[config.mk]
export PLATFORM = sky130hd
export DESIGN_NAME = m_fetch_unit
export DESIGN_NICKNAME = d
export VERILOG_FILES = /design/src/rtl/m_fetch_unit_pkg.sv /design/src/rtl/m_fetch_fifo.sv /design/src/rtl/m_fetch_unit.sv
export SDC_FILE = /design/constraint.sdc
export NUM_CORES = 1
export LEC_CHECK = 0
export ABC_AREA = 1
export BUFFER_PORTS_ARGS = -buffer_cell sky130_fd_sc_hd__buf_4
export CORE_MARGIN = 4
export CORE_UTILIZATION = 55
export CTS_CLUSTER_SIZE = 25
export DETAILED_ROUTE_END_ITERATION = 8
export MAX_ROUTING_LAYER = met4
export PLACE_DENSITY = 0.8
export SLEW_MARGIN = 20
export SYNTH_ARGS = -nofsm -noshare
export SYNTH_HDL_FRONTEND = slang
export SYNTH_SLANG_ARGS = --single-unit
[constraint.sdc]
create_clock -name clk -period 2.14 [get_ports clk]
set_clock_uncertainty 0.2 [all_clocks]
set_input_delay 0.107 -clock clk [delete_from_list [all_inputs] [get_ports clk]]
set_output_delay 0.107 -clock clk [all_outputs]
set_load 0.01 [all_outputs]
[src/rtl/m_fetch_unit_pkg.sv]
// Shared constants and fetch FSM encoding for the fetch stage and its neighbours.
package m_fetch_unit_pkg;

  localparam int unsigned ADDR_W_DEF    = 32;
  localparam int unsigned DATA_W_DEF    = 32;
  localparam int unsigned BUF_DEPTH_DEF = 2;

  typedef enum logic [1:0] {
    ST_IDLE    = 2'd0,
    ST_WAIT    = 2'd1,
    ST_DISCARD = 2'd2
  } fetch_state_e;

endpackage

[src/rtl/m_fetch_fifo.sv]
// Circular fetch buffer holding {pc, instr} entries; head is read straight from storage.
module m_fetch_fifo #(
  parameter int unsigned WIDTH = 64,
  parameter int unsigned DEPTH = 2
) (
  input  logic                     clk,
  input  logic                     rst_n,
  input  logic                     push_i,
  input  logic                     pop_i,
  input  logic                     flush_i,
  input  logic [WIDTH-1:0]         wdata_i,
  output logic [WIDTH-1:0]         rdata_o,
  output logic [$clog2(DEPTH):0]   count_o,
  output logic                     full_o,
  output logic                     empty_o
);

  localparam int unsigned PW = $clog2(DEPTH);
  localparam int unsigned CW = PW + 1;

  logic [WIDTH-1:0] mem_q [DEPTH];
  logic [PW-1:0]    rd_ptr_q;
  logic [PW-1:0]    wr_ptr_q;
  logic [CW-1:0]    count_q;
  logic             pop_en;
  logic             push_en;

  // Pop on empty is ignored; push on full is only taken alongside a pop.
  assign pop_en  = pop_i && (count_q != '0);
  assign push_en = push_i && ((count_q != CW'(DEPTH)) || pop_en);

  always_ff @(posedge clk or negedge rst_n) begin
    if (!rst_n) begin
      rd_ptr_q <= '0;
      wr_ptr_q <= '0;
      count_q  <= '0;
      for (int i = 0; i < int'(DEPTH); i++) mem_q[i] <= '0;
    end else if (flush_i) begin
      rd_ptr_q <= '0;
      wr_ptr_q <= '0;
      count_q  <= '0;
    end else begin
      if (push_en) begin
        mem_q[wr_ptr_q] <= wdata_i;
        wr_ptr_q        <= wr_ptr_q + PW'(1);
      end
      if (pop_en) rd_ptr_q <= rd_ptr_q + PW'(1);
      count_q <= count_q + CW'(push_en) - CW'(pop_en);
    end
  end

  assign rdata_o = mem_q[rd_ptr_q];
  assign count_o = count_q;
  assign full_o  = (count_q == CW'(DEPTH));
  assign empty_o = (count_q == '0);

endmodule

[src/rtl/m_fetch_unit.sv]
// Fetch stage: one outstanding imem request at a time, PC back-pressure, flush discard.
module m_fetch_unit
  import m_fetch_unit_pkg::*;
#(
  parameter int unsigned ADDR_W    = ADDR_W_DEF,
  parameter int unsigned DATA_W    = DATA_W_DEF,
  parameter int unsigned BUF_DEPTH = BUF_DEPTH_DEF
) (
  input  logic              clk,
  input  logic              reset,
  input  logic [ADDR_W-1:0] pc_in,
  output logic              pc_stall,
  input  logic              flush,
  output logic              imem_req_valid,
  output logic [ADDR_W-1:0] imem_req_addr,
  input  logic              imem_req_ready,
  input  logic              imem_resp_valid,
  input  logic [DATA_W-1:0] imem_resp_data,
  output logic              dec_valid,
  output logic [ADDR_W-1:0] dec_pc,
  output logic [DATA_W-1:0] dec_instr,
  input  logic              dec_ready
);

  localparam int unsigned EW = ADDR_W + DATA_W;
  localparam int unsigned CW = $clog2(BUF_DEPTH) + 1;

  fetch_state_e      state_q, state_d;
  logic [ADDR_W-1:0] req_pc_q, req_pc_d;
  logic              req_valid_c;
  logic              stall_c;
  logic              fifo_push;
  logic [EW-1:0]     fifo_head;
  logic [CW-1:0]     fifo_count;
  logic              fifo_full;
  logic              fifo_empty;
  logic              space;

  // The outstanding request is already reflected in the state, so IDLE only needs count.
  assign space = (fifo_count < CW'(BUF_DEPTH));

  always_ff @(posedge clk or negedge reset) begin
    if (!reset) begin
      state_q  <= ST_IDLE;
      req_pc_q <= '0;
    end else begin
      state_q  <= state_d;
      req_pc_q <= req_pc_d;
    end
  end

  always_comb begin
    state_d     = state_q;
    req_pc_d    = req_pc_q;
    req_valid_c = 1'b0;
    stall_c     = 1'b1;
    fifo_push   = 1'b0;
    case (state_q)
      ST_IDLE: begin
        req_valid_c = reset && !flush && space;
        if (req_valid_c && imem_req_ready) begin
          req_pc_d = pc_in;
          state_d  = ST_WAIT;
          stall_c  = 1'b0;
        end
      end
      ST_WAIT: begin
        // A response landing with a flush retires the request but is not buffered.
        if (imem_resp_valid) begin
          fifo_push = !flush;
          state_d   = ST_IDLE;
        end else if (flush) begin
          state_d = ST_DISCARD;
        end
      end
      ST_DISCARD: begin
        if (imem_resp_valid) state_d = ST_IDLE;
      end
      default: state_d = ST_IDLE;
    endcase
    if (flush)  stall_c = 1'b0;
    if (!reset) stall_c = 1'b1;
  end

  m_fetch_fifo #(
    .WIDTH (EW),
    .DEPTH (BUF_DEPTH)
  ) u_fifo (
    .clk     (clk),
    .rst_n   (reset),
    .push_i  (fifo_push),
    .pop_i   (dec_ready),
    .flush_i (flush),
    .wdata_i ({req_pc_q, imem_resp_data}),
    .rdata_o (fifo_head),
    .count_o (fifo_count),
    .full_o  (fifo_full),
    .empty_o (fifo_empty)
  );

  a_no_overflow: assert property (@(posedge clk) disable iff (!reset)
    (fifo_push && fifo_full) |-> dec_ready);

  assign pc_stall       = stall_c;
  assign imem_req_valid = req_valid_c;
  assign imem_req_addr  = reset ? pc_in : '0;
  assign dec_valid      = !fifo_empty;
  assign dec_pc         = fifo_head[EW-1 -: ADDR_W];
  assign dec_instr      = fifo_head[DATA_W-1:0];

endmodule
Word-level counts from Yosys, hierarchy flattened
Cells that the tools add are included.

word-level totals
  flip-flop bits (word level) = 166
  bits in latches = 0
  bits in writable memories = 0
  ROM bits = 0
  input bits = 70
  output and inout bits = 99
  logic and storage cells = 65
  memories = 0

operators by class
  $add $sub $neg = 4
  multiply operators = 0
  divide/modulo/power cells = 0
  magnitude comparators = 4
  eq/ne operators = 6
  shift-type cells = 0
  mux-type cells = 24
  bitwise logic cells = 3
  reduce and logical (&&, ||, !) cells = 17

operators with widths
  cell                                                 count
  two-way mux 64 bit                                   4
  bitwise mux 128 bit                                  1
  demux 64 bit (select 1 bit)                          1
  two-way mux 32 bit                                   1
  two-way mux 1 bit                                    11
  two-way mux 2 bit                                    5
  logical AND 1 bit                                    6
  inequality test 2 bit, second input constant         3
  one-hot mux 2 bit (3 select lines)                   1
  nonzero test 2 bit                                   3
  >= comparator 2 bit, second input constant           2
  zero test 2 bit                                      2
  inverter 1 -> 2 bit                                  2
  AND reduction 2 bit                                  2
  inequality test 3 bit, second input constant         1
  AND reduction 3 bit                                  1
  adder 1 bit, second input constant                   2
  adder 2 x 1 -> 2 bit                                 1
  equality test 2 x 1 -> 1 bit, second input constant  1
  equality test 2 bit, second input constant           1
  zero test 1 bit                                      2
  < comparator 2 x 1 -> 1 bit, second input constant   1
  < comparator 2 bit, second input constant            1
  subtractor 2 x 1 -> 2 bit                            1
  other kinds (2)                                      2

Logic depth before layout (Yosys ltp)
  depth in word-level cells = 8
  depth in mapped cells = 10
  gate-level depth less buffers = 10

Modules after synthesis
From an unflattened synthesis, not the netlist that was laid out.

unflattened totals
  cell total of the unflattened synthesis = 1042
  area total of the unflattened synthesis = 8441.8 µm²

modules (own cells, without submodules)
  module        times used  cells each  area each (µm²)  sequential area each (µm²)
  m_fetch_fifo  1           811         6675.2           3303.2
  m_fetch_unit  1           231         1766.7           850.8

Worst setup path before layout
Ideal clock, no wire load.

  path type = register -> register
  from = reg state_q[1]
  to = reg u_fifo.count_q[0], in the netlist u_fifo.count_o[0]
  library setup time = 113 ps
  arrival time = 1243 ps
  required time = 1827 ps
  setup slack = 584 ps
  stages on the path, launching flop included = 10
  clock period less this slack = 1556 ps
  cell sequence = dfrtp_1 -> inv_1 -> nand2_1 -> nor2_4 -> buf_4 -> nand2_1 -> inv_1 -> ha_1 -> inv_1 -> nor2_1

on the way
  word-level cells in the longest chain between the ends = 6

RTL lines
  item                          RTL line            source
  start: declaration            m_fetch_unit.sv:28  fetch_state_e state_q, state_d;
  start signal: assignment      m_fetch_unit.sv:47  state_q <= state_d;
  equality test 2 x 1 -> 1 bit  m_fetch_unit.sv:58  case (state_q)
  two-way mux 1 bit             m_fetch_unit.sv:58
  logical AND 1 bit             m_fetch_fifo.sv:30  assign push_en = push_i && ((count_q != CW'(DEPTH)) || pop_en);
  adder 2 x 1 -> 2 bit          m_fetch_fifo.sv:48  count_q <= count_q + CW'(push_en) - CW'(pop_en);
  subtractor 2 x 1 -> 2 bit     m_fetch_fifo.sv:48
  two-way mux 2 bit             m_fetch_fifo.sv:38  end else if (flush_i) begin
  end signal: assignment        m_fetch_fifo.sv:48
  end: declaration              m_fetch_fifo.sv:24  logic [CW-1:0] count_q;

No other way between the ends.
A chain may end at the register's enable or synchronous reset.

Worst setup path in the final report
  from = in reset
  to = out imem_req_valid

on the way
  word-level cells in the longest chain between the ends = 3

RTL lines
  item                             RTL line            source
  start: declaration               m_fetch_unit.sv:10  input logic reset,
  logical AND 1 bit (2 in series)  m_fetch_unit.sv:60  req_valid_c = reset && !flush && space;
  two-way mux 1 bit                m_fetch_unit.sv:58
  end: declaration                 m_fetch_unit.sv:14  output logic imem_req_valid,

No other way between the ends.

==> out/qor_table.md <==
| Result | This run | Unit |
|:---|:---|:---|
| Number of antenna violations at the first check in global routing | 0 | - |
| Detailed Route Iter0 Violations | 956 | - |
| Ant diodes | 0 | - |
| DRC violations left | 0 | - |
| Max Clk Rate | 490 | MHz |
| Buffer cell driving the clock tree root | sky130_fd_sc_hd__clkbuf_16 | - |
| Die extent in y | 128 | um |
| Path class of the lowest-slack min-delay path | input pin to register | - |
| Measured slew at the worst slew-check pin | 0.570 | ns |
| Setup repair after global routing missed its margin | yes | - |
| CP max FO | 24 | - |
| Area share of the leading cell type in the synthesized netlist | 0.521 | - |
| Synthesis-stage register bit count | 166 | - |
| Vias per std cell | 5.52 | - |
| Total iterations of the first detailed-routing run | 6 | - |
| Data required time of the critical path | 1.83 | ns |
| CP Launch Type | input pin | - |
| Number of pins with negative max-slew slack in the final report | 0 | - |
| Post-DP HPWL | 12.9 | mm |
| Summed instance area of the synthesized netlist | 7970 | um2 |
| Worst slack on hold paths | 0.0592 | ns |
| Pin count of the biggest net entering global routing | 122 | - |
| Clock-pin slew on the worst setup and hold paths | 0.06 | ns |
| Overall power of the completed layout | 9.75 | mW |
| Final-report setup violation count | 0 | - |
| Total routing resource utilization after global routing | 0.288 | - |
| Classification of the worst setup path | input pin to primary output | - |
| Mapped Avg Cell Area | 7.72 | um2 |
| Final core area utilization | 0.768 | - |
| Area of all placed cells without fillers | 10800 | um2 |
| CTS tree | built | - |
| Detailed-route via count | 7892 | - |
| Share of the clock period used by the worst path after layout | 0.954 | - |
| Total of warnings raised by yosys | 0 | - |
| Kind of capture point of the worst setup path | primary output | - |
| Commonest non-fill, non-tap cells in the layout | 556 x sky130_fd_sc_hd__nand2_1, 184 x sky130_fd_sc_hd__buf_4, 164 x sky130_fd_sc_hd__dfrtp_1 | - |
| Number of nets produced by synthesis | 1103 | - |
| Total placed instance area | 9320 | um2 |
| Routed Wire Length | 22.8 | mm |
| Cells taking the most area after synthesis | sky130_fd_sc_hd__dfrtp_1 52%, sky130_fd_sc_hd__nand2_1 26%, sky130_fd_sc_hd__nand4_1 13% | - |
| WP data arrival | 1.73 | ns |
| X dimension of the die | 128 | um |
| Synthesized instance count | 1032 | - |
| Total clock sinks | 166 | - |
| Count of buffers added by post-CTS timing repair for setup | 0 | - |
| Sequential-to-total area share from yosys stat | 0.521 | - |
| Final nets | 1308 | - |
| Maximum clock path buffer count | 2 | - |
| Global-route wire length before repair | 37.1 | mm |
| Share of final-layout standard cells stronger than drive strength 1 | 0.189 | - |
| Pre-CTS worst setup slack | 0.378 | ns |
| Remaining number of nets flagged by the antenna check after routing | 0 | - |
| CTS H-tree depth | 4 | - |
| Per-cell routed wire length | 15.9 | um |
| Final min period | 2.04 | ns |
| Distinct cell type count of the synthesized netlist | 21 | - |
| Latest clock arrival within the worst-skew pair | 0.43 | ns |
| Outcome | finished, final reports clean | - |
| Max-capacitance violation count | 0 | - |
| Congestion Overflow GR | 0 | - |
| Starting density of the core | 0.568 | - |
| Slew headroom | 0.620 | - |
| Number of global-route vias before repair | 7589 | - |
| Worst path setup slack after routing | 0.0990 | ns |
| Final hold viol count | 0 | - |
| Most common cell after layout, fill and taps aside | sky130_fd_sc_hd__nand2_1 | - |
| Full die area | 16500 | um2 |
| Layout overhead on the synthesized area | 35.3 | % |
| Number of buffers created by CTS | 17 | - |
| Count of pins on the block boundary | 169 | - |
| Number of core rows | 43 | - |
| Max rail drop VDD | 0.542 | mV |
| Pleak | 6.14 | nW |
| Gpl congestion | 0.785 | - |
| Area inside the core boundary | 14000 | um2 |
| Power per cell area | 904 | nW/um2 |
| Count of port buffers added during placement | 168 | - |
| Area leader, netlist | sky130_fd_sc_hd__dfrtp_1 | - |
## final cells by class
class	instances	area, um2
Multi-Input combinational cell	737	3230
Clock buffer	23	498
Timing Repair Buffer	272	2350
Tap cell	180	225
Fill cell	954	3260
Inverter	43	161
Clock inverter	8	168
Sequential cell	166	4160
## flip-flops by register name, indices dropped and copies added (netlist names)
signal           count
state_q              2
req_pc_q            32
u_fifo.mem_q       128
u_fifo.rd_ptr_q      1
u_fifo.wr_ptr_q      1
u_fifo.count_o       2
## cell families after synthesis
kind of cell | synth area share
AND/OR/NAND/NOR | 0.399
flip-flops | 0.521
buffers and inverters | 0.0749
AO/OA/AOI/OAI | 0.00377
adder cells (fa/ha/maj) | 0.00157
## power breakdown
group          leakage [nW]  switching [mW]  internal [mW]  total (mW)
registers              2.19           0.359           3.70        4.06
logic                  3.62            1.19           1.08        2.27
clock network         0.325            1.20           2.22        3.42
## metal layers
layer / up-vias / track usage / wire length [um]
met2: 362 / 0.470 / 11400
met3: 35 / 0.0519 / 1790
met4: 0 / 0.0793 / 306
met5: - / - / 0
met1: 3737 / 0.373 / 9260
li1: 3758 / - / -
## per-stage QoR
stage | std cells | TNS, ns
2_1_floorplan | 1032 | 0
3_3_place_gp | 1320 | 0
3_5_place_dp | 1320 | 0
4_1_cts | 1429 | 0
5_1_grt | 1429 | -0.0375
6_report | 1429 | 0
## worst max-delay path, stage by stage
cell                            delay (ns)
sky130_fd_sc_hd__dlygate4sd3_1        0.55
sky130_fd_sc_hd__clkbuf_8             0.17
sky130_fd_sc_hd__nand2_1              0.07
sky130_fd_sc_hd__nor2_2               0.19
sky130_fd_sc_hd__buf_6                0.24
sky130_fd_sc_hd__inv_1                0.08
sky130_fd_sc_hd__nor3_2               0.17
sky130_fd_sc_hd__buf_4                0.16
## final timing paths
| path | start | to | slack, ns | cells after the start |
|---|---|---|---|---|
| worst max-delay path | reset | imem_req_valid | 0.1 | 8 |
| worst min register to register | u_fifo.mem_q[2] | u_fifo.mem_q[2] | 0.27 | 2 |
| max in group asynchronous | reset | u_fifo.rd_ptr_q | 1.12 | 3 |
| min in group asynchronous | reset | u_fifo.mem_q[33] | 0.11 | 3 |
| worst max register to register | state_q[0] | req_pc_q[29] | 0.15 | 5 |
| worst min-delay path | imem_req_ready | req_pc_q[4] | 0.06 | 4 |
## timing repair
action | CTS | global route
endpoints found under the setup margin | 1 | 4
hold buffers | 78 | 0
gates resized for setup | 1 | 3
hold endpoints to repair | 268 | 0
## synth_stat cells
library cell and instances:
sky130_fd_sc_hd__buf_2 33, sky130_fd_sc_hd__nand4_1 161, sky130_fd_sc_hd__nand3_1 2, sky130_fd_sc_hd__inv_1 42
sky130_fd_sc_hd__nand3_2 2, sky130_fd_sc_hd__clkbuf_1 33, sky130_fd_sc_hd__buf_4 9, sky130_fd_sc_hd__nor2_2 1
sky130_fd_sc_hd__nor2_4 1, sky130_fd_sc_hd__inv_2 1, sky130_fd_sc_hd__ha_1 1, sky130_fd_sc_hd__nand2_1 556
sky130_fd_sc_hd__a21oi_1 1, sky130_fd_sc_hd__nor3_1 1, sky130_fd_sc_hd__buf_6 5, sky130_fd_sc_hd__o21ai_0 2
sky130_fd_sc_hd__nor2_1 6, sky130_fd_sc_hd__o31ai_1 2, sky130_fd_sc_hd__nand3b_1 1, sky130_fd_sc_hd__buf_1 6
sky130_fd_sc_hd__dfrtp_1 166
(Power assumes the default switching activity.)
